**src/rtl/pipe_pkg.sv**
```systemverilog
// Shared defaults and types for the multiply-add pipe and its result collector.
package pipe_pkg;

  localparam int PIPE_DATA_W    = 8;
  localparam int PIPE_FRAME_LEN = 4;

  typedef logic [PIPE_DATA_W-1:0] result_t;

endpackage : pipe_pkg

```
**src/rtl/pipe_result_fifo.sv**
```systemverilog
// Result FIFO: storage, wrapping pointers and an exact occupancy count.
// The head word is presented combinationally and reads as zero while empty.
module pipe_result_fifo #(
  parameter int DATA_W = 8,
  parameter int DEPTH  = 8
) (
  input  logic                     clk,
  input  logic                     rst,
  input  logic                     push,
  input  logic                     pop,
  input  logic [DATA_W-1:0]        wr_data,
  output logic [DATA_W-1:0]        rd_data,
  output logic [$clog2(DEPTH):0]   count,
  output logic                     full,
  output logic                     empty
);

  localparam int PTR_W = $clog2(DEPTH);
  localparam int CNT_W = PTR_W + 1;
  localparam logic [CNT_W-1:0] FULL_CNT = CNT_W'(DEPTH);

  logic [DATA_W-1:0] mem [DEPTH];
  logic [PTR_W-1:0]  wr_ptr_reg, wr_ptr_next;
  logic [PTR_W-1:0]  rd_ptr_reg, rd_ptr_next;
  logic [CNT_W-1:0]  count_reg, count_next;

  // Storage carries no reset; stale entries are never visible because the
  // head output is masked whenever the count is zero.
  always_ff @(posedge clk) begin
    if (push) begin
      mem[wr_ptr_reg] <= wr_data;
    end
  end

  always_comb begin
    wr_ptr_next = wr_ptr_reg;
    rd_ptr_next = rd_ptr_reg;
    count_next  = count_reg;
    if (push) begin
      wr_ptr_next = wr_ptr_reg + PTR_W'(1);
    end
    if (pop) begin
      rd_ptr_next = rd_ptr_reg + PTR_W'(1);
    end
    case ({push, pop})
      2'b10:   count_next = count_reg + CNT_W'(1);
      2'b01:   count_next = count_reg - CNT_W'(1);
      default: count_next = count_reg;
    endcase
  end

  always_ff @(posedge clk or posedge rst) begin
    if (rst) begin
      wr_ptr_reg <= '0;
      rd_ptr_reg <= '0;
      count_reg  <= '0;
    end else begin
      wr_ptr_reg <= wr_ptr_next;
      rd_ptr_reg <= rd_ptr_next;
      count_reg  <= count_next;
    end
  end

  assign empty   = (count_reg == '0);
  assign full    = (count_reg == FULL_CNT);
  assign count   = count_reg;
  assign rd_data = empty ? '0 : mem[rd_ptr_reg];

endmodule : pipe_result_fifo

```
**src/rtl/pipe_result_collector.sv**
```systemverilog
// Collects pipe results into a FIFO, drains them with frame tagging and flags drops.
// Optional per-frame sum outputs are enabled by defining PIPE_RESULT_COLLECTOR_SUM_EN.
module pipe_result_collector
  import pipe_pkg::*;
#(
  parameter int DATA_W    = PIPE_DATA_W,
  parameter int DEPTH     = 8,
  parameter int FRAME_LEN = PIPE_FRAME_LEN
) (
  input  logic                   clk,
  input  logic                   rst,
  input  logic                   in_valid,
  input  logic [DATA_W-1:0]      in_data,
  output logic                   out_valid,
  input  logic                   out_ready,
  output logic [DATA_W-1:0]      out_data,
  output logic                   out_last,
  output logic [$clog2(DEPTH):0] count,
  output logic                   overflow,
  input  logic                   clr_overflow
`ifdef PIPE_RESULT_COLLECTOR_SUM_EN
  ,
  output logic [DATA_W+$clog2(FRAME_LEN)-1:0] frame_sum,
  output logic                                frame_sum_valid
`endif
);

  localparam int FCNT_W = $clog2(FRAME_LEN);
  localparam logic [FCNT_W-1:0] FCNT_LAST = FCNT_W'(FRAME_LEN - 1);

  logic              push;
  logic              pop;
  logic              drop;
  logic              fifo_full;
  logic              fifo_empty;
  logic              frame_end;
  logic              overflow_reg, overflow_next;
  logic [FCNT_W-1:0] fcnt_reg, fcnt_next;

  // A full FIFO still accepts a word when the head leaves in the same cycle.
  assign pop  = out_valid && out_ready;
  assign push = in_valid && (!fifo_full || pop);
  assign drop = in_valid && !push;

  pipe_result_fifo #(
    .DATA_W (DATA_W),
    .DEPTH  (DEPTH)
  ) u_fifo (
    .clk     (clk),
    .rst     (rst),
    .push    (push),
    .pop     (pop),
    .wr_data (in_data),
    .rd_data (out_data),
    .count   (count),
    .full    (fifo_full),
    .empty   (fifo_empty)
  );

  assign out_valid = !fifo_empty;
  assign frame_end = (fcnt_reg == FCNT_LAST);
  assign out_last  = out_valid && frame_end;
  assign overflow  = overflow_reg;

  always_comb begin
    overflow_next = overflow_reg;
    fcnt_next     = fcnt_reg;
    // A drop takes priority over a simultaneous clear.
    if (clr_overflow) begin
      overflow_next = 1'b0;
    end
    if (drop) begin
      overflow_next = 1'b1;
    end
    if (pop) begin
      fcnt_next = frame_end ? '0 : fcnt_reg + FCNT_W'(1);
    end
  end

  always_ff @(posedge clk or posedge rst) begin
    if (rst) begin
      overflow_reg <= 1'b0;
      fcnt_reg     <= '0;
    end else begin
      overflow_reg <= overflow_next;
      fcnt_reg     <= fcnt_next;
    end
  end

`ifdef PIPE_RESULT_COLLECTOR_SUM_EN
  localparam int SUM_W = DATA_W + FCNT_W;

  logic [SUM_W-1:0] acc_reg, acc_next;
  logic [SUM_W-1:0] frame_sum_reg, frame_sum_next;
  logic             frame_sum_valid_reg, frame_sum_valid_next;
  logic [SUM_W-1:0] acc_plus_head;

  assign acc_plus_head = acc_reg + SUM_W'(out_data);

  always_comb begin
    acc_next             = acc_reg;
    frame_sum_next       = frame_sum_reg;
    frame_sum_valid_next = 1'b0;
    if (pop) begin
      if (frame_end) begin
        frame_sum_next       = acc_plus_head;
        frame_sum_valid_next = 1'b1;
        acc_next             = '0;
      end else begin
        acc_next = acc_plus_head;
      end
    end
  end

  always_ff @(posedge clk or posedge rst) begin
    if (rst) begin
      acc_reg             <= '0;
      frame_sum_reg       <= '0;
      frame_sum_valid_reg <= 1'b0;
    end else begin
      acc_reg             <= acc_next;
      frame_sum_reg       <= frame_sum_next;
      frame_sum_valid_reg <= frame_sum_valid_next;
    end
  end

  assign frame_sum       = frame_sum_reg;
  assign frame_sum_valid = frame_sum_valid_reg;
`endif

endmodule : pipe_result_collector
```
**config.mk**
```make
export PLATFORM = sky130hd
export DESIGN_NAME = pipe_result_collector
export DESIGN_NICKNAME = d
export VERILOG_FILES = /design/src/rtl/pipe_pkg.sv /design/src/rtl/pipe_result_fifo.sv /design/src/rtl/pipe_result_collector.sv
export SDC_FILE = /design/constraint.sdc
export NUM_CORES = 1
export LEC_CHECK = 0
export ABC_AREA = 1
export CAP_MARGIN = 20
export CORE_MARGIN = 2
export CORE_UTILIZATION = 35
export CTS_CLUSTER_SIZE = 24
export DETAILED_ROUTE_END_ITERATION = 6
export GPL_TIMING_DRIVEN = 1
export SLEW_MARGIN = 5
export SYNTH_ARGS = -nofsm -noshare
export SYNTH_HDL_FRONTEND = slang
export SYNTH_HIERARCHICAL = 1
export SYNTH_SLANG_ARGS = --single-unit
```
**constraint.sdc**
```tcl
create_clock -name clk -period 2.1 [get_ports clk]
set_input_delay 0.42 -clock clk [delete_from_list [all_inputs] [get_ports clk]]
set_output_delay 0.42 -clock clk [all_outputs]
set_load 0.02 [all_outputs]
```
# Word level (Yosys, flattened, before mapping)
# Memories as Yosys holds them, arrays and structs flattened.
# Cells that the tools add are included.
# W data, S select, Z words.
# op_classes
eq_ne	4
reduce_logical	11
n_mux	7
addsub	5
# op_table
op	count
$mux W8	1
$pmux W4 S2	1
$add A3 B1 Y3 const B	2
$add A4 B1 Y4 const B	1
$eq A2 B2 Y1 const B	2
$eq A4 B4 Y1 const B	1
$logic_and A1 B1 Y1	4
$logic_not A4 Y1	1
$mux W1	4
$reduce_bool A2 Y1	2
$sub A4 B1 Y4 const B	1
$logic_not A1 Y1	3
$add A2 B1 Y2 const B	1
$eq A2 B1 Y1 const B	1
$mux W2	1
$logic_or A1 B1 Y1	1
# word_totals
regBits	13
output_inout_bits	15
n_memories	1
inputBits	13
elab_cells	33
ramBits	64
# mem_list
memory	words	word_bits	rd	rd_ports_with_merged_regs	write_ports	line_no	text
u_fifo.mem	8	8	1	0	1	pipe_result_fifo.sv:22	logic [DATA_W-1:0] mem [DEPTH];

# Logic depth before layout (Yosys ltp)
# logic_depth
ltp_word	8
ltp_mapped	16
ltp_nobuf	16

# Hierarchy
# The synthesis kept the hierarchy.
# by_module_without_submodules
mod	area_each_um2	cells_per_inst	seq_area_each_um2	n_inst
pipe_result_fifo	3168.0	269	2172.1	1
pipe_result_collector	162.7	22	75.1	1

# Least setup slack after synthesis
# No wires, ideal clock.
# synth_timing
kind	reg2reg
startpoint	reg u_fifo.count_reg[0] (netlist: u_fifo/count[0])
endpoint	mem u_fifo.mem[0][0] (enable)
path_buffers	0
arrival_ps	2088
setup_slack_ps	-359
synth_period_minus_slack_ps	2459
t_required_ps	1730
stages_incl_launch_ff	10
setup_ps	370
path_cell_list	dfrtp_1 > nor2_1 > nand3_2 > inv_1 > inv_2 > nand2_2 > a21boi_1 > inv_1 > or2_2 > nor2_1
# synth_via
elab_chain_cells	7
elab_cells_between_ends	9
classes_between	eq/ne: 1; mux: 2; reduce/logical: 6
# synth_rtl
element	line_no	text
from (decl)	pipe_result_fifo.sv:25	logic [CNT_W-1:0] count_reg, count_next;
from (signal assigned)	pipe_result_fifo.sv:60	count_reg <= count_next;
$logic_not A4 Y1	pipe_result_fifo.sv:64	assign empty = (count_reg == '0);
net fifo_empty	pipe_result_collector.sv:35	logic fifo_empty;
$logic_not A1 Y1	pipe_result_collector.sv:60	assign out_valid = !fifo_empty;
net out_valid	pipe_result_collector.sv:14	output logic out_valid,
$logic_and A1 B1 Y1	pipe_result_collector.sv:41	assign pop = out_valid && out_ready;
$logic_or A1 B1 Y1	pipe_result_collector.sv:42	assign push = in_valid && (!fifo_full || pop);
$logic_and A1 B1 Y1	pipe_result_collector.sv:42	
net push	pipe_result_collector.sv:31	logic push;
$mux W1	pipe_result_fifo.sv:30	if (push) begin
$mux W1 (implied by the code)	pipe_result_fifo.sv:31	mem[wr_ptr_reg] <= wr_data;
to (decl)	pipe_result_fifo.sv:22	
# The timed path passes the listed nets, and every way through them passes these cells.

# Worst setup path after layout
# layout_timing
startpoint	reg u_fifo.rd_ptr_reg[0]
endpoint	out out_data[7]
# layout_via
elab_chain_cells	2
# layout_rtl
element	line_no	text
from (decl)	pipe_result_fifo.sv:24	logic [PTR_W-1:0] rd_ptr_reg, rd_ptr_next;
from (signal assigned)	pipe_result_fifo.sv:59	rd_ptr_reg <= rd_ptr_next;
$mem_v2 Z8 W8	-	
$mux W8	pipe_result_fifo.sv:67	assign rd_data = empty ? '0 : mem[rd_ptr_reg];
to (decl)	pipe_result_collector.sv:16	output logic [DATA_W-1:0] out_data,
# No other way between the ends.

==> flow_summary.json <==
{
  "status": "finished clean",
  "first_iter_violations": 141,
  "fmax_mhz": 482,
  "nets": 384,
  "fin_crit_ps": 2070,
  "rrSetupSlack_ps": 90,
  "syn2layout_area_growth_pct": 30.8,
  "track_usage_pct": 15.1,
  "layout-drive-gt1-share_pct": 28.9,
  "drc": 0,
  "cts_buffers": 9,
  "worst_slack_ps": 25.6,
  "grt_overflow": 0,
  "largest_reg_flops": 64,
  "die_w_um": 102,
  "tritoncts": "done",
  "finalHoldViolCount": 0,
  "reg2reg_to": "u_fifo/count[2]",
  "coreArea_um2": 9240,
  "ant_nets": 0,
  "vdd_ir_drop_max_uv": 872,
  "skew_ps": 10.2,
  "crit_required_ps": 1680,
  "dominantRegCellSynth": "edfxtp_1",
  "start_kind": "flip-flop",
  "ys_warn_count": 6,
  "synth_edf_count": 64,
  "power.total_w": 0.00625,
  "rsz0062_at_grt": "yes",
  "post-place-ws_ps": -204,
  "root_buffer": "clkbuf_8",
  "rr_worst_depth": 15,
  "worstMarginPinSlew_ps": 474,
  "reg2reg_from": "u_fifo/count[1]",
  "wl_mm": 7.20,
  "slew_viol_final": 0,
  "globalplace.congestion": 0.784,
  "switching_power_w": 0.00236,
  "cts.sinks": 77,
  "path_class": "flip-flop to output port",
  "yosysSeqAreaShare_pct": 67.5,
  "syn-num-nets": 310,
  "num_io_pins": 28,
  "rows": 35,
  "drv_cap": 0,
  "cts.path.max_buffers": 2,
  "switching_share_pct": 37.7,
  "grt_pass1_vias": 2318,
  "comb_power_share_pct": 46.1,
  "seqCellArea_um2": 2250,
  "p_int_w": 0.00389,
  "hold_path.class": "input pin to async pin",
  "grt_pass1_wl_mm": 11.4,
  "viasPerCell": 4.71,
  "cts_hold_buf": 0,
  "multi_input_area_um2": 985,
  "start_util_pct": 36.0,
  "synth_area_um2": 3330,
  "grt_max_degree": 26,
  "first_pass_iters": 4,
  "clk_latency_ps": 350,
  "leakagePower_nw": 1.72,
  "crit_fanout": 10,
  "ys_types": 28,
  "io_buffers": 27,
  "wl_per_cell_um": 14.4,
  "whs_ps": 258,
  "routed-via-count": 2350,
  "p_clk_share_pct": 19.7,
  "die_h_um": 102,
  "synth_seq_cells": 77,
  "die-area_um2": 10300,
  "final-setup-viol-count": 0,
  "antennaDiodeCount": 0,
  "clk_pin_slew_ps": 80,
  "timing.final.crit_share_pct": 98.8,
  "hpwl_mm": 5.01,
  "synthArstFlopShare_pct": 16.9,
  "slew_headroom_pct": 68.4,
  "fillers": 848,
  "synthCells": 291,
  "p_per_area_nw_per_um2": 1430,
  "cp-end-kind": "output port",
  "htree_levels": 3,
  "pwr-share-seq_pct": 34.2,
  "antenna_found_initial": 0,
  "critPathArrivalTime_ps": 1650,
  "synth.avg_cell_area_um2": 11.4
}
==> how the worst max path moves through the flow <==
| stage | startpoint | end | slack [ps] | depth (start not counted) |
|---|---|---|---|---|
| CTS | u_fifo/rd_ptr_reg[0] | out_data[0] | -60 | 8 |
| finish | u_fifo/rd_ptr_reg[0] | out_data[7] | 30 | 7 |
| global route | u_fifo/rd_ptr_reg[0] | out_data[6] | -100 | 7 |
| global placement | out_ready | u_fifo/count[2] | -200 | 12 |
| detailed placement | out_ready | u_fifo/count[2] | -200 | 12 |
| floorplan | u_fifo/count[0] | u_fifo/count[2] | -60 | 10 |
==> cells in the mapped netlist (2+ instances only) <==
cell,number,area [um^2]
o22ai_1,8,50.1
nor2_1,70,263
o21ai_0,11,55.1
dfrtp_1,13,325
o21ai_2,2,17.5
o211ai_1,7,52.6
ha_1,6,75.1
edfxtp_1,64,1920
xor2_1,3,26.3
inv_2,3,11.3
nand3_1,4,20.0
nand2_1,39,146
xnor2_1,2,17.5
o21ai_1,22,110
inv_1,16,60.1
buf_4,3,22.5
buf_6,7,78.8
==> power by group through the flow <==
stage / Clock (W) / Combinational (W) / Sequential (W)
after detailed placement: 0 / 0.00280 / 0.00214
final: 0.00123 / 0.00288 / 0.00214
after global routing: 0.00132 / 0.00319 / 0.00217
after global placement: 0 / 0.00278 / 0.00214
after floorplan: 0 / 0.00167 / 0.00217
after CTS: 0.00126 / 0.00273 / 0.00212
==> cells by family after synthesis <==
| group | synth area share (%) |
|---|---|
| AND/OR/NAND/NOR | 13.9 |
| XOR/XNOR | 1.32 |
| buffers and inverters | 5.52 |
| flip-flops | 67.5 |
| adder cells (fa/ha/maj) | 2.25 |
| AO/OA/AOI/OAI | 9.50 |
==> critical path, cell delays in order, from the launching register on <==
cell and delay (ps):
dfrtp_2 450, clkinv_4 140, buf_4 160, o21ai_1 110, o22ai_1 80, nor2_1 150, nor2_1 70, buf_2 160
==> area by class of cell <==
class / instances / area share (%)
Tap cell: 129 / 3.70
Sequential cell: 77 / 51.7
Multi-Input combinational cell: 183 / 22.6
Clock buffer: 9 / 2.84
Inverter: 20 / 1.95
Clock inverter: 7 / 2.21
Timing Repair Buffer: 74 / 15.0
==> layer usage <==
metal / global-route usage, % / part of all wire, % / vias up
li1: - / - / 1154
met1: 19.3 / 42 / 1113
met2: 24.1 / 49 / 64
met3: 4.00 / 5.7 / 19
met4: 6.65 / 2.7 / 0
met5: 0 / 0 / -
==> timing repair <==
action,4_1_cts,5_1_grt
cloned,0,0
setup endpoints to repair,9,11
pin swaps,0,10
gates resized for setup,38,32
endpoints found under the hold margin,0,0
setup buffers,1,6
==> stage by stage <==
step / setup TNS [ps] / cells / cell area (um^2) / util [%]
3_3_place_gp: -2750 / 476 / 4020 / 43.5
3_5_place_dp: -2840 / 476 / 4020 / 43.5
5_1_grt: -571 / 499 / 4360 / 47.2
2_1_floorplan: -55.8 / 291 / 3370 / -
4_1_cts: -104 / 493 / 4240 / 45.9
6_report: 0 / 499 / 4360 / 47.2
==> cells in the final DEF (no fill, tap or decap), types with 4 or more instances in the layout <==
| master | count |
|---|---|
| nand3_1 | 4 |
| ha_1 | 4 |
| inv_1 | 12 |
| o211ai_1 | 7 |
| nor2_1 | 61 |
| inv_2 | 5 |
| o21ai_0 | 6 |
| nor2_2 | 9 |
| edfxtp_1 | 64 |
| clkdlybuf4s50_1 | 17 |
| nand2_1 | 38 |
| buf_4 | 44 |
| o22ai_1 | 7 |
| dfrtp_2 | 5 |
| buf_6 | 5 |
| dfrtp_1 | 8 |
| o21ai_1 | 26 |
| clkbuf_8 | 9 |
No activity file was read; power rests on OpenSTA's default activity.
